### src/rtl/sqrt_request_arbiter.sv
// rtl/sqrt_request_arbiter.sv - round-robin arbiter sharing one fixed-latency square-root unit
// Issues at most one operand per cycle and routes each result back to its requester by tag.
module sqrt_request_arbiter #(
  parameter int NUM_REQ      = 4,
  parameter int WIDTH        = 32,
  parameter int LONG_WIDTH   = 64,
  parameter int SCALE        = 17,
  parameter int SQRT_LATENCY = 1
) (
  input  logic                          clk,
  input  logic                          rst_n,
  input  logic [NUM_REQ-1:0]            request,
  input  logic [NUM_REQ*LONG_WIDTH-1:0] operand,
  output logic [NUM_REQ-1:0]            grant,
  output logic [NUM_REQ-1:0]            result_valid,
  output logic [WIDTH-1:0]              result,
  output logic                          result_error,
  output logic                          result_inexact,
  output logic                          protocol_error,
  output logic                          busy,
  output logic [LONG_WIDTH-1:0]         sqrt_operand,
  output logic                          sqrt_input_ready,
  input  logic                          sqrt_output_ready,
  input  logic [WIDTH-1:0]              sqrt_result
);

  localparam int IDXW  = $clog2(NUM_REQ);
  localparam int DEPTH = SQRT_LATENCY + 1;
  localparam logic [WIDTH-1:0] LUT_SENTINEL = WIDTH'(32'h0FFFFFFF);

  typedef enum logic {IDLE, ISSUE} issue_state_t;

  typedef struct packed {
    logic            valid;
    logic [IDXW-1:0] idx;
    logic            inexact;
    logic            range_err;
  } tag_t;

  issue_state_t          state, next_state;
  logic [IDXW-1:0]       ptr, ptr_next;
  logic [NUM_REQ-1:0]    eligible;
  logic                  win_found;
  logic [IDXW-1:0]       win_idx;
  logic [IDXW:0]         slot_sum;
  logic [IDXW-1:0]       slot;
  logic [LONG_WIDTH-1:0] win_operand;
  tag_t                  win_tag;
  tag_t                  tags [DEPTH];
  tag_t                  tail;
  logic                  fire;
  logic                  in_flight;
  logic                  busy_next;
  logic [NUM_REQ-1:0]    grant_next;
  logic [NUM_REQ-1:0]    result_valid_next;

  // A requester whose grant is still high is masked so a held request is not issued twice.
  always_comb begin
    eligible   = request & ~grant;
    win_found  = 1'b0;
    win_idx    = '0;
    slot_sum   = '0;
    slot       = '0;
    for (int k = 0; k < NUM_REQ; k++) begin
      slot_sum = {1'b0, ptr} + (IDXW+1)'(k);
      if (slot_sum >= (IDXW+1)'(NUM_REQ)) begin
        slot_sum = slot_sum - (IDXW+1)'(NUM_REQ);
      end
      slot = slot_sum[IDXW-1:0];
      if (!win_found && eligible[slot]) begin
        win_found = 1'b1;
        win_idx   = slot;
      end
    end
    next_state = win_found ? ISSUE : IDLE;
  end

  always_comb begin
    win_operand = '0;
    for (int k = 0; k < NUM_REQ; k++) begin
      if (win_idx == IDXW'(k)) begin
        win_operand = operand[k*LONG_WIDTH +: LONG_WIDTH];
      end
    end
    win_tag.valid     = win_found;
    win_tag.idx       = win_idx;
    win_tag.inexact   = |win_operand[SCALE-1:0];
    win_tag.range_err = |win_operand[LONG_WIDTH-1:WIDTH];
    ptr_next   = (win_idx == IDXW'(NUM_REQ-1)) ? '0 : win_idx + IDXW'(1);
    grant_next = win_found ? (NUM_REQ'(1) << win_idx) : '0;
  end

  // The tail tag lines up with the unit's output strobe; any disagreement is a protocol error.
  always_comb begin
    tail              = tags[DEPTH-1];
    fire              = tail.valid & sqrt_output_ready;
    result_valid_next = fire ? (NUM_REQ'(1) << tail.idx) : '0;
    in_flight         = 1'b0;
    for (int k = 0; k < DEPTH-1; k++) begin
      in_flight = in_flight | tags[k].valid;
    end
    busy_next = win_found | fire | in_flight;
  end

  assign sqrt_input_ready = (state == ISSUE);

  always_ff @(posedge clk or negedge rst_n) begin
    if (!rst_n) begin
      state          <= IDLE;
      ptr            <= '0;
      grant          <= '0;
      sqrt_operand   <= '0;
      result_valid   <= '0;
      result         <= '0;
      result_error   <= 1'b0;
      result_inexact <= 1'b0;
      protocol_error <= 1'b0;
      busy           <= 1'b0;
      for (int k = 0; k < DEPTH; k++) begin
        tags[k] <= '0;
      end
    end else begin
      state <= next_state;
      grant <= grant_next;
      if (win_found) begin
        sqrt_operand <= win_operand;
        ptr          <= ptr_next;
      end
      tags[0] <= win_tag;
      for (int k = 1; k < DEPTH; k++) begin
        tags[k] <= tags[k-1];
      end
      result_valid <= result_valid_next;
      if (fire) begin
        result         <= sqrt_result;
        result_inexact <= tail.inexact;
        result_error   <= tail.range_err | (sqrt_result == LUT_SENTINEL);
      end
      if (sqrt_output_ready != tail.valid) begin
        protocol_error <= 1'b1;
      end
      busy <= busy_next;
    end
  end

endmodule

### config.mk
export PLATFORM = sky130hd
export DESIGN_NAME = sqrt_request_arbiter
export DESIGN_NICKNAME = d
export VERILOG_FILES = /design/src/rtl/sqrt_request_arbiter.sv
export SDC_FILE = /design/constraint.sdc
export NUM_CORES = 1
export LEC_CHECK = 0
export ABC_AREA = 1
export CORE_AREA = 8 8 149 151
export CTS_BUF_LIST = sky130_fd_sc_hd__clkbuf_8 sky130_fd_sc_hd__clkbuf_16
export DETAILED_ROUTE_END_ITERATION = 16
export DIE_AREA = 0 0 157 159
export GPL_TIMING_DRIVEN = 0
export PLACE_DENSITY_LB_ADDON = 0.12
export SKIP_LAST_GASP = 1
export SYNTH_ARGS = -nofsm -noshare
export SYNTH_HDL_FRONTEND = slang
export SYNTH_SLANG_ARGS = --single-unit
### constraint.sdc
create_clock -name clk -period 8.05 [get_ports clk]
set_input_delay 1.2075 -clock clk [delete_from_list [all_inputs] [get_ports clk]]
set_output_delay 1.2075 -clock clk [all_outputs]
set_load 0.03 [all_outputs]
==> flow_summary_export.csv, run 1 <==
group,metric,value,unit
run_status,status,"finished clean",
worst_setup_path,r2r-end,"tags[6]",
worst_setup_path,r2r_slack,4.22,ns
worst_setup_path,cpMostUsedCell,"nand2_1",
clock_tree,cts_tree,"built",
final_layout,drive_gt1_share,7.317,%
placed_design,io_buffers,403,
synthesis,synth_area_per_cell,6.624,µm²
job,drv_cap,0,
clock_tree,holdBufCountCts,0,
die,start_util,37.45,%
sta,setup_ws,3.459,ns
synthesis,syn-cell-area,0.007432,mm²
detailed_routing,wl_per_cell,19.09,µm
die,rows,52,
sta,fin_crit_sh,57.03,%
sta,worst_slew_pin_slew,0.7698,ns
clock_tree,cts_setup_buffers,0,
detailed_routing,via_count,8764,
clock_tree,cts.clk_slew.worst_paths,0.06,ns
detailed_routing,drt_iter0_drc,518,
sta,rsz0062_at_grt,"false",
detailed_routing,dr.pass1.iters,5,
global_route,grt_max_degree,68,
clock_tree,htreeDepth,4,
worst_setup_path,r2r-start,"ptr[0]",
sta,fin_tns_setup,0,ns
final_layout,fillCellCount,1870,
sta,period_minus_slack,4.591,ns
final_layout,syn2layout_area_growth,67.17,%
sta,max_freq,0.2178,GHz
global_route,grt_pass1_vias,9033,
worst_setup_path,max_stage_delay,0.48,ns
final_layout,nets,1845,
die,core_area,0.01984,mm²
global_route,grt_pass1_wl,51.87,mm
detailed_routing,totalWireLength,34.89,mm
global_route,grt_use_total,27.47,%
sta,hold_slack,0.3509,ns
clock_tree,cts_sinks,120,
synthesis,ys_seq_area_share,40.40,%
global_route,gr-total-overflow,0,
worst_setup_path,cp_data_required_time,8.34,ns
clock_tree,clock_latency,0.42,ns
synthesis,syn_inst,1122,
worst_setup_path,worstPathMaxFanout,10,
sta,hold_violations,0,
placed_design,place.gp.congestion,0.9220,
worst_setup_path,cpMaxStageDelayCell,"clkdlybuf4s50_1",
final_layout,final_core_util,62.61,%
final_layout,diodes,0,
final_layout,layout_common_cells,"464 x nand2_1, 402 x clkdlybuf4s50_1, 133 x inv_1, 120 x dfrtp_1, 69 x a21oi_1",
die,die_area,0.02496,mm²
synthesis,syn_nets,1422,
detailed_routing,drc,0,
die,ios,404,
synthesis,synth_cell_type_count,26,
detailed_routing,via_per_inst,4.794,
clock_tree,clockRootBuffer,"clkbuf_16",
clock_tree,clk_path_buf_depth,2,
die,die_w,157,µm
synthesis,ys_warn_count,0,
worst_setup_path,arrival,4.88,ns
die,die_h,159,µm
sta,slew_violations,0,
final_layout,final_common_cell,"nand2_1",
clock_tree,cts_made_buffers,17,
worst_setup_path,cp-endpoint,"tags[6]",
worst_setup_path,endpoint_kind,"flop",
sta,setup_violations,0,
worst_setup_path,startpoint,"request[2]",
placed_design,dp.final_hpwl,28.27,mm
sta,max_slew_margin,48.68,%
worst_hold_path,hold_path_class,"reg -> reg",
synthesis,ys_ff_latch,120,
worst_setup_path,cp_cell_sequence,"clkdlybuf4s50_1 > nand2_1 > o21ai_0 > nand2_1 > nand2_1 > nor2_4 > nand3_4 > buf_6 > nand3_1 > inv_1 > ha_1 > buf_2 > inv_1 > clkbuf_1 > buf_2 > o21ai_0 > nand2_1 > nor2_1 > nand2_1",
worst_setup_path,r2r_cells,21,
global_route,antenna_found_initial,0,
detailed_routing,detail-route-antenna-nets,0,
sta,skew,0.008414,ns
placed_design,dp_slack,3.065,ns
worst_setup_path,critPathKind,"in -> reg",
clock_tree,cts_resized,0,
worst_setup_path,cp-start-kind,"input port",
==> worst min path at each step <==
stage,start,slack (ns),endpoint,cells past startpoint
4_1_cts,tags[8],0.35,tags[3],0
2_1_floorplan,tags[5],0.33,tags[0],0
6_report,tags[6],0.35,tags[1],0
5_1_grt,tags[8],0.35,tags[3],0
3_3_place_gp,tags[8],0.33,tags[3],0
3_5_place_dp,tags[6],0.33,tags[1],0
==> per-stage QoR <==
stage / cell area [µm²] / std cells
global placement: 11800 / 1795
finish: 12420 / 1828
CTS: 12420 / 1828
global route: 12420 / 1828
detailed placement: 11830 / 1796
floorplan: 7432 / 1122
==> registers in the layout, summed over array words and instances (netlist names) <==
name	flops
ptr	2
result_valid	4
result_inexact	1
result_error	1
sqrt_input_ready	1
grant	4
busy	1
protocol_error	1
result	32
sqrt_operand	64
tags	9
==> worst max-delay path, delay by kind of cell <==
family                   cells  cell delay (ns)
AND/OR/NAND/NOR              9             0.93
adder cells (fa/ha/maj)      1             0.15
buffers and inverters        7             1.88
AO/OA/AOI/OAI                2             0.69
==> synth_stat cells <==
| library cell | number | share of area [%] |
|---|---|---|
| nor2_4 | 1 | 0.15 |
| or2_2 | 40 | 3.4 |
| inv_1 | 131 | 6.6 |
| o21a_1 | 2 | 0.20 |
| o21ai_0 | 58 | 3.9 |
| o21ai_2 | 16 | 1.9 |
| dfrtp_1 | 120 | 40 |
| nor4_1 | 5 | 0.42 |
| inv_2 | 2 | 0.10 |
| nor2_1 | 34 | 1.7 |
| nand2_1 | 464 | 23 |
| buf_6 | 9 | 1.4 |
| o211ai_1 | 4 | 0.40 |
| nand4_1 | 4 | 0.34 |
| xnor2_2 | 1 | 0.22 |
| ha_1 | 5 | 0.84 |
| buf_1 | 6 | 0.30 |
| buf_2 | 11 | 0.74 |
| o21ai_1 | 47 | 3.2 |
| nand3_1 | 44 | 3.0 |
| a21boi_0 | 1 | 0.10 |
| nand3_4 | 1 | 0.24 |
| nand2_2 | 1 | 0.084 |
| clkbuf_1 | 42 | 2.1 |
| a21oi_1 | 69 | 4.6 |
| nor3_1 | 4 | 0.27 |
==> cell families after synthesis <==
family,after synthesis,synth area share (%)
XOR/XNOR,1,0.2189
buffers and inverters,201,11.25
AND/OR/NAND/NOR,598,32.98
AO/OA/AOI/OAI,197,14.31
flip-flops,120,40.40
adder cells (fa/ha/maj),5,0.8418
==> layer usage <==
| metal | vias up | global-route usage, % | routed length, µm |
|---|---|---|---|
| li1 | 4324 | - | - |
| met1 | 3996 | 30.73 | 13690 |
| met2 | 391 | 47.87 | 17170 |
| met3 | 53 | 8.442 | 3055 |
| met4 | 0 | 10.27 | 976 |
| met5 | - | 0 | 0 |
==> layout make-up <==
class	instances	area [µm²]	area share [%]
buffer	68	336.6	2.709
clock buffer	18	439.2	3.535
clock inverter	14	152.6	1.229
inverter	133	499.2	4.018
multi-input combinational	801	3593	28.92
sequential	120	3003	24.17
tap	270	337.8	2.719
timing repair buffer	404	4063	32.70
Power of run 1 is left out: the tool's default activity adds up to more than one toggle a clock period on the data nets, which glitch-free logic cannot reach.
==> inputs of run 2 (changes only) <==
--- a/config.mk
+++ b/config.mk
@@ -6,10 +6,10 @@
 export NUM_CORES = 1
 export LEC_CHECK = 0
 export ABC_AREA = 1
-export CORE_AREA = 8 8 149 151
+export CORE_MARGIN = 8
+export CORE_UTILIZATION = 36
 export CTS_BUF_LIST = sky130_fd_sc_hd__clkbuf_8 sky130_fd_sc_hd__clkbuf_16
 export DETAILED_ROUTE_END_ITERATION = 16
-export DIE_AREA = 0 0 157 159
 export GPL_TIMING_DRIVEN = 0
 export PLACE_DENSITY_LB_ADDON = 0.12
 export SKIP_LAST_GASP = 1
==> constraint.sdc (replaced) <==
create_clock -name clk -period 3.7 [get_ports clk]
set_input_delay 0.555 -clock clk [delete_from_list [all_inputs] [get_ports clk]]
set_output_delay 0.555 -clock clk [all_outputs]
set_load 0.03 [all_outputs]
==> run 2 against run 1 <==
Count of clock-buffer cells in the layout shrank 1. Hold slack lost 0.25 ns. First-iteration DRC count grew 6.8%. Critical path depth grew 1. Flip-flop and latch count is the same. Sequential share of layout area shrank 0.16 points. Routed wire length shrank 0.75%. Die area grew 2.1%. Core utilization shrank 0.81 points. Via count shrank 0.38%. Clock skew grew 0.0049 ns.
==> flow_summary_export.csv, run 2 (same netlist as run 1, synthesis figures left out) <==
group,metric,value,unit
final_layout,largest-register,"sqrt_operand",
worst_setup_path,critPathTopFamily,"buffers and inverters",
clock_tree,clockRootBuffer,"clkbuf_16",
final_layout,final_common_cell,"nand2_1",
worst_hold_path,hold_path_class,"in -> async",
detailed_routing,wl_per_cell,18.93,µm
final_layout,stdcell_count,1829,
clock_tree,cts_made_buffers,17,
final_layout,largest_reg_flops,64,
sta,worst_slew_pin_slew,0.6738,ns
die,start_util,36.73,%
worst_setup_path,path_depth,20,
sta,rsz0062_at_grt,"true",
worst_setup_path,r2r-end,"tags[6]",
die,die_area,0.02550,mm²
worst_setup_path,worstPathMaxFanout,10,
job,drv_cap,0,
final_layout,reg_top3,"sqrt_operand (64), result (32), tags (9)",
clock_tree,clk_path_buf_depth,2,
worst_setup_path,critPathKind,"in -> reg",
placed_design,place.gp.congestion,0.8788,
worst_setup_path,cp_data_required_time,3.98,ns
detailed_routing,drt_iter0_drc,553,
worst_setup_path,arrival,3.76,ns
worst_setup_path,r2r_cells,21,
global_route,grt_pass1_vias,8905,
sta,period_minus_slack,3.475,ns
sta,max_slew_margin,55.08,%
sta,fin_crit_sh,93.91,%
global_route,gr-total-overflow,0,
clock_tree,cts_sinks,120,
final_layout,syn2layout_area_growth,68.27,%
global_route,grt_pass1_wl,52.03,mm
sta,slew_violations,0,
clock_tree,htreeDepth,4,
detailed_routing,via_per_inst,4.774,
placed_design,dp.final_hpwl,28.26,mm
worst_setup_path,cp-start-kind,"input port",
sta,setup_violations,0,
detailed_routing,via_count,8731,
worst_setup_path,endpoint_kind,"flop",
sta,skew,0.01328,ns
worst_setup_path,cp_cell_sequence,"clkdlybuf4s50_1 > nand2_1 > o21ai_2 > nand2_1 > o21a_1 > nand3_4 > buf_8 > nand3_1 > inv_2 > ha_1 > clkbuf_4 > inv_1 > clkbuf_4 > clkbuf_4 > o211ai_1 > nand2_1 > nor2_1 > nand2_1 > nor2_1 > nand2_1",
worst_setup_path,cpMostUsedCell,"nand2_1",
global_route,grt_use_total,26.41,%
sta,hold_violations,0,
detailed_routing,drc,0,
worst_setup_path,r2r-start,"ptr[0]",
die,die_h,159.7,µm
final_layout,layout_common_cells,"463 x nand2_1, 402 x clkdlybuf4s50_1, 130 x inv_1, 120 x dfrtp_1, 69 x a21oi_1",
global_route,antenna_found_initial,3,
die,rows,52,
die,die_w,159.7,µm
clock_tree,cts_tree,"built",
worst_setup_path,cpMaxStageDelayCell,"clkdlybuf4s50_1",
detailed_routing,detail-route-antenna-nets,0,
global_route,grt_max_degree,65,
final_layout,drive_gt1_share,9.499,%
worst_setup_path,r2r_slack,0.29,ns
sta,max_freq,0.2878,GHz
clock_tree,cts_setup_buffers,0,
final_layout,nets,1845,
detailed_routing,dr.pass1.iters,7,
detailed_routing,totalWireLength,34.63,mm
die,core_area,0.02023,mm²
run_status,status,"finished clean",
worst_setup_path,max_stage_delay,0.48,ns
worst_setup_path,cp_num_buf_inv,7,
placed_design,io_buffers,403,
clock_tree,clock_latency,0.42,ns
die,ios,404,
final_layout,fillCellCount,1904,
clock_tree,cts.clk_slew.worst_paths,0.07,ns
placed_design,dp_cells,1796,
[run 2: changes by cell type in the layout (fill, tap and decap cells not counted), moves of 2 or more]
| cell | before | now |
|---|---|---|
| clkbuf_1 | 42 | 20 |
| clkbuf_2 | 0 | 20 |
| clkbuf_4 | 0 | 7 |
| buf_1 | 6 | 0 |
| clkinv_4 | 6 | 1 |
| inv_8 | 1 | 5 |
| o21ai_0 | 58 | 54 |
| inv_1 | 133 | 130 |
| inv_6 | 1 | 4 |
| o21ai_1 | 47 | 50 |
| clkinv_8 | 0 | 2 |
[run 2: metal layers]
metal,share of wire (%),wire length [µm],global-route usage [%]
met1,40,13900,30.34
met2,50,17250,46.27
met3,8.0,2766,8.201
met4,2.0,680,7.847
met5,0.066,23,0
[run 2: how the worst max path moves through the flow]
stage / start / to / slack (ns)
after floorplan: grant[3] / tags[6] / 0.87
after detailed placement: request[3] / tags[6] / -0.67
after global routing: request[3] / tags[5] / -0.04
after global placement: rst_n / sqrt_operand[6] / -2.80
after CTS: request[0] / tags[6] / -0.0003
final: request[3] / tags[6] / 0.23
[run 2: timing repair]
action | 4_1_cts | 5_1_grt
setup endpoints to repair | 26 | 39
hold buffers | 0 | 0
pin swaps | 0 | 0
resized for setup | 12 | 55
[run 2: per-stage QoR]
step	setup TNS, ns	hold WS [ns]	instance area (µm²)	util [%]	setup WS (ns)
after CTS	-0.0003446	0.1055	12450	61.53	-0.0003446
after global placement	-355.90	0.3384	11800	58.34	-2.801
final	0	0.1019	12510	61.80	0.2254
after floorplan	0	0.2594	7432	-	0.8687
after detailed placement	-25.51	0.3449	11830	58.48	-0.6703
after global routing	-0.03618	0.1288	12510	61.80	-0.03618
[run 2: area by class of cell]
class | instances | area [µm²] | share of cell area, %
well taps | 270 | 337.8 | 2.701
multi-input cells | 801 | 3602 | 28.80
clock inverters | 15 | 177.7 | 1.421
flip-flops and latches | 120 | 3003 | 24.01
clock buffers | 17 | 425.4 | 3.402
inverters | 133 | 499.2 | 3.992
diodes | 1 | 2.502 | 0.02001
plain buffers | 68 | 395.4 | 3.162
repair buffers | 404 | 4063 | 32.49
Power of run 2 is left out for the same reason.
==> RTL edit 1, RTL diff (flow settings as in run 1) <==
Set the parameter `SCALE` to 34 (it was 17).
--- a/src/rtl/sqrt_request_arbiter.sv
+++ b/src/rtl/sqrt_request_arbiter.sv
@@ -5,5 +5,5 @@
   parameter int WIDTH        = 32,
   parameter int LONG_WIDTH   = 64,
-  parameter int SCALE        = 17,
+  parameter int SCALE        = 34,
   parameter int SQRT_LATENCY = 1
 ) (
Function: changed (Yosys sat finds a counterexample within 4 cycles, from zero or initial values and one cycle with rst_n low).
==> RTL edit 1 against run 1 <==
Setup slack worse by 0.59 ns. Final cell count fell by 2.2%. Via count shrank 0.82%. Area after synthesis is 4.5% lower. Core utilization decreased by 1.6 points. Count of clock-buffer cells in the layout down 1. Wire length shrank 0.23%. Sequential cell count stayed put. Clock skew rose by 0.0054 ns. Critical path depth rose by 5. Cell area is 2.6% lower. Largest cell class unchanged.
Power is not shown: default switching activity piles up to over one toggle a cycle in this logic, so the estimate is an artifact.
==> RTL edit 1: results <==
[status]
outcome = "finished, final reports clean"

[worst_setup_path]
arrival_ns = 5.53
rrSetupSlack_ns = 3.57
reg2reg_depth = 24

[yosys]
yosys.area_share.adder_pct = 0.8817
synth_area_leaders = "dfrtp_1, nand2_1, o21ai_0"
synth_xor_area_share_pct = 0.2292
avgSynthCellArea_um2 = 6.594
ys_seq_area_share_pct = 42.32
syn-num-nets = 1376

[routing]
num_vias = 8692
wl_met1_um = 13340

[grt]
grt_usage_pct = 27.46
grt_pass1_wl_um = 51690
grt_pass1_vias = 8893
grt_max_degree = 77
grtUsageMet2_pct = 46.56
use_met1_pct = 31.14
met3_usage_pct = 7.600
antenna_found_initial = 6

[sta]
clock_skew_ns = 0.01382

[worst_hold_path]
min_from = "tags[5]$_DFF_PN0_"

[cells_and_area]
num-fill-cells = 1922
fin_nets = 1799

[placement]
place.gp.congestion = 0.9031
dpl.hpwl_um = 28450
## RTL edit 1: cell count changes after synthesis, sizes merged, moves of 9 or more
cell	run 1	this run
clkbuf	42	51
nand2	465	541
o21ai	121	80
inv	133	33
nand3	45	34
nor2	35	65
buf	26	14
## RTL edit 1: area by class of cell
class	instances	area [um2]	area share, %
Timing Repair Buffer	404	4063	33.57
Multi-Input combinational cell	857	3679	30.40
Sequential cell	120	3003	24.81
Clock buffer	17	425.4	3.515
Tap cell	270	337.8	2.792
Buffer	65	286.5	2.368
Clock inverter	15	165.2	1.365
Inverter	34	127.6	1.055
Antenna cell	6	15.01	0.1241
## RTL edit 1: critical path, stage by stage
cell	delay [ns]
clkdlybuf4s50_1	0.42
nand3_1	0.08
o21ai_0	0.16
inv_1	0.09
nand2_1	0.05
nand2_1	0.13
nand2_1	0.12
nor2_1	0.15
nand2_1	0.08
buf_2	0.20
nand3_1	0.15
inv_1	0.11
ha_1	0.20
buf_2	0.20
nor2_1	0.70
clkbuf_1	0.69
nand2_1	0.17
nand2_1	0.13
a21boi_0	0.14
nand2_1	0.10
nor2_1	0.04
nand2_1	0.06
nor2_1	0.07
nand2_1	0.07
## RTL edit 1: kinds of logic (layout without fill, tap and decap cells)
logic type	count (synthesis)	in the layout
adder cells (fa/ha/maj)	5	5
AO/OA/AOI/OAI	154	154
buffers and inverters	99	535
other	0	6
flip-flops	120	120
XOR/XNOR	1	1
AND/OR/NAND/NOR	697	697
## RTL edit 1: metrics by stage
stage	hold slack, ns	worst slack (ns)
2_1_floorplan	0.3312	4.284
3_3_place_gp	0.3331	0.7884
3_5_place_dp	0.3372	2.458
4_1_cts	0.3515	2.891
5_1_grt	0.3546	2.502
6_report	0.3511	2.869
==> RTL edit 2, RTL diff (flow settings as in run 1) <==
Without the edit above. Put one more register stage on the output `protocol_error`. The value now appears one clock later. The other outputs are not delayed to match.
--- a/src/rtl/sqrt_request_arbiter.sv
+++ b/src/rtl/sqrt_request_arbiter.sv
@@ -37,4 +37,6 @@
     logic            range_err;
   } tag_t;
+
+  logic protocol_error_s0;
 
   issue_state_t          state, next_state;
@@ -115,5 +117,5 @@
       result_error   <= 1'b0;
       result_inexact <= 1'b0;
-      protocol_error <= 1'b0;
+      protocol_error_s0 <= 1'b0;
       busy           <= 1'b0;
       for (int k = 0; k < DEPTH; k++) begin
@@ -138,5 +140,5 @@
       end
       if (sqrt_output_ready != tail.valid) begin
-        protocol_error <= 1'b1;
+        protocol_error_s0 <= 1'b1;
       end
       busy <= busy_next;
@@ -144,4 +146,8 @@
   end
 
+  always_ff @(posedge clk) begin
+    protocol_error <= protocol_error_s0;
+  end
+
 endmodule
 
Formal check against the unedited RTL: not equivalent (Yosys sat finds a counterexample within 4 cycles, from zero or initial values and one cycle with rst_n low).
==> RTL edit 2 against run 1 <==
Via count is 0.67% lower. Area after synthesis rose by 0.27%. Cell area down 0.13%. Wire length fell by 1.0%. Setup slack gained 0.044 ns. Critical path depth is 1 lower. Sequential cell count grew 1. Register-to-register slack improved by 0.10 ns. Count of clock-buffer cells in the layout is 1 higher. Sequential share of layout area rose by 0.19 points. Clock skew up 0.0020 ns. Highest routed layer unchanged.
Power is left out: the tool's default activity adds up to more than one toggle a clock period on the data nets, which glitch-free logic cannot reach.
==> RTL edit 2: results <==
[cells_and_area]
antennaDiodeCount = 2
fin_nets = 1846
multiInputGateArea_um2 = 3593
num-fill-cells = 1840
clk_share_pct = 4.437
comb.multi_input.count = 801
seq_share_pct = 24.36
drive_above_1_share_pct = 7.377
inv_count = 133
reg.largest.list = "sqrt_operand (64), result (32), tags (9)"
clkbuf_count = 19
nNonClkBuffers = 472
buf_share_pct = 35.45

[yosys]
synth_top_cell_area_share_pct = 40.30
synth_area_leaders = "dfrtp_1, nand2_1, inv_1"
synth_xor_area_share_pct = 0.2183
synth_ff_type = "dfrtp_1"
synth_mux_area_share_pct = 0
ys_seq_elements = 121
synth_cell_types = 27
yosys.area_share.adder_pct = 0.8395
ys_seq_area_share_pct = 40.56
synth_compound_area_share_pct = 14.27
syn-num-nets = 1423
async_reset_ff_share_pct = 99.17

[routing]
drt_first_pass_iters = 6
via_per_inst = 4.754
wirelength_um = 34530
drtIter0Drc = 530

[worst_setup_path]
slowest_delay_ns = 0.48
arrival_ns = 4.85
cp_slowest_cell = "clkdlybuf4s50_1"
critPathTopFamily = "buffers and inverters"
worstPathMaxFanout = 10

[placement]
dpl.hpwl_um = 28060
port_buffers = 403
pre_cts_slack_ns = 3.054
place.gp.congestion = 0.9348
placed_area_um2 = 11850

[sta]
clock_skew_ns = 0.01043
max-slew-margin-rel_pct = 47.23

[grt]
grt_usage_pct = 27.51
grt_pass1_wl_um = 52030
grt_pass1_vias = 9049
grt_max_degree = 69
antenna_found_initial = 2

[clocking]
cts_resized = 0
cts_buffers = 17
h-tree-depth = 4
clock_path_buffers = 2
clockRootBuffer = "clkbuf_16"
clkLatencyLatePin_ns = 0.42
path_clk_slew_ns = 0.06

[status]
outcome = "finished, final reports clean"

[worst_hold_path]
hold_class = "reg -> reg"
-- RTL edit 2: worst paths after layout --
check,start,endpoint,slack [ns],depth (start not counted)
max,request[3],tags[6]$_DFF_PN0_,3.50,18
max reg2reg,ptr[0]$_DFFE_PN0N_,tags[6]$_DFF_PN0_,4.32,17
min in group asynchronous,rst_n,result[7]$_DFFE_PN0P_,0.73,1
max in group asynchronous,rst_n,sqrt_operand[9]$_DFFE_PN0N_,6.58,2
min reg2reg,tags[8]$_DFF_PN0_,tags[3]$_DFF_PN0_,0.35,0
min,tags[8]$_DFF_PN0_,tags[3]$_DFF_PN0_,0.35,0
-- RTL edit 2: metrics by stage --
stage          util [%]  cells
2_1_floorplan         -   1123
3_3_place_gp      59.58   1796
3_5_place_dp      59.73   1797
4_1_cts           62.50   1829
5_1_grt           62.53   1831
6_report          62.53   1831
-- RTL edit 2: routing by layer --
metal | global-route usage (%) | wire, um
met1 | 30.70 | 13520
met2 | 48.02 | 17020
met3 | 9.392 | 3196
met4 | 8.785 | 795
met5 | 0 | 0
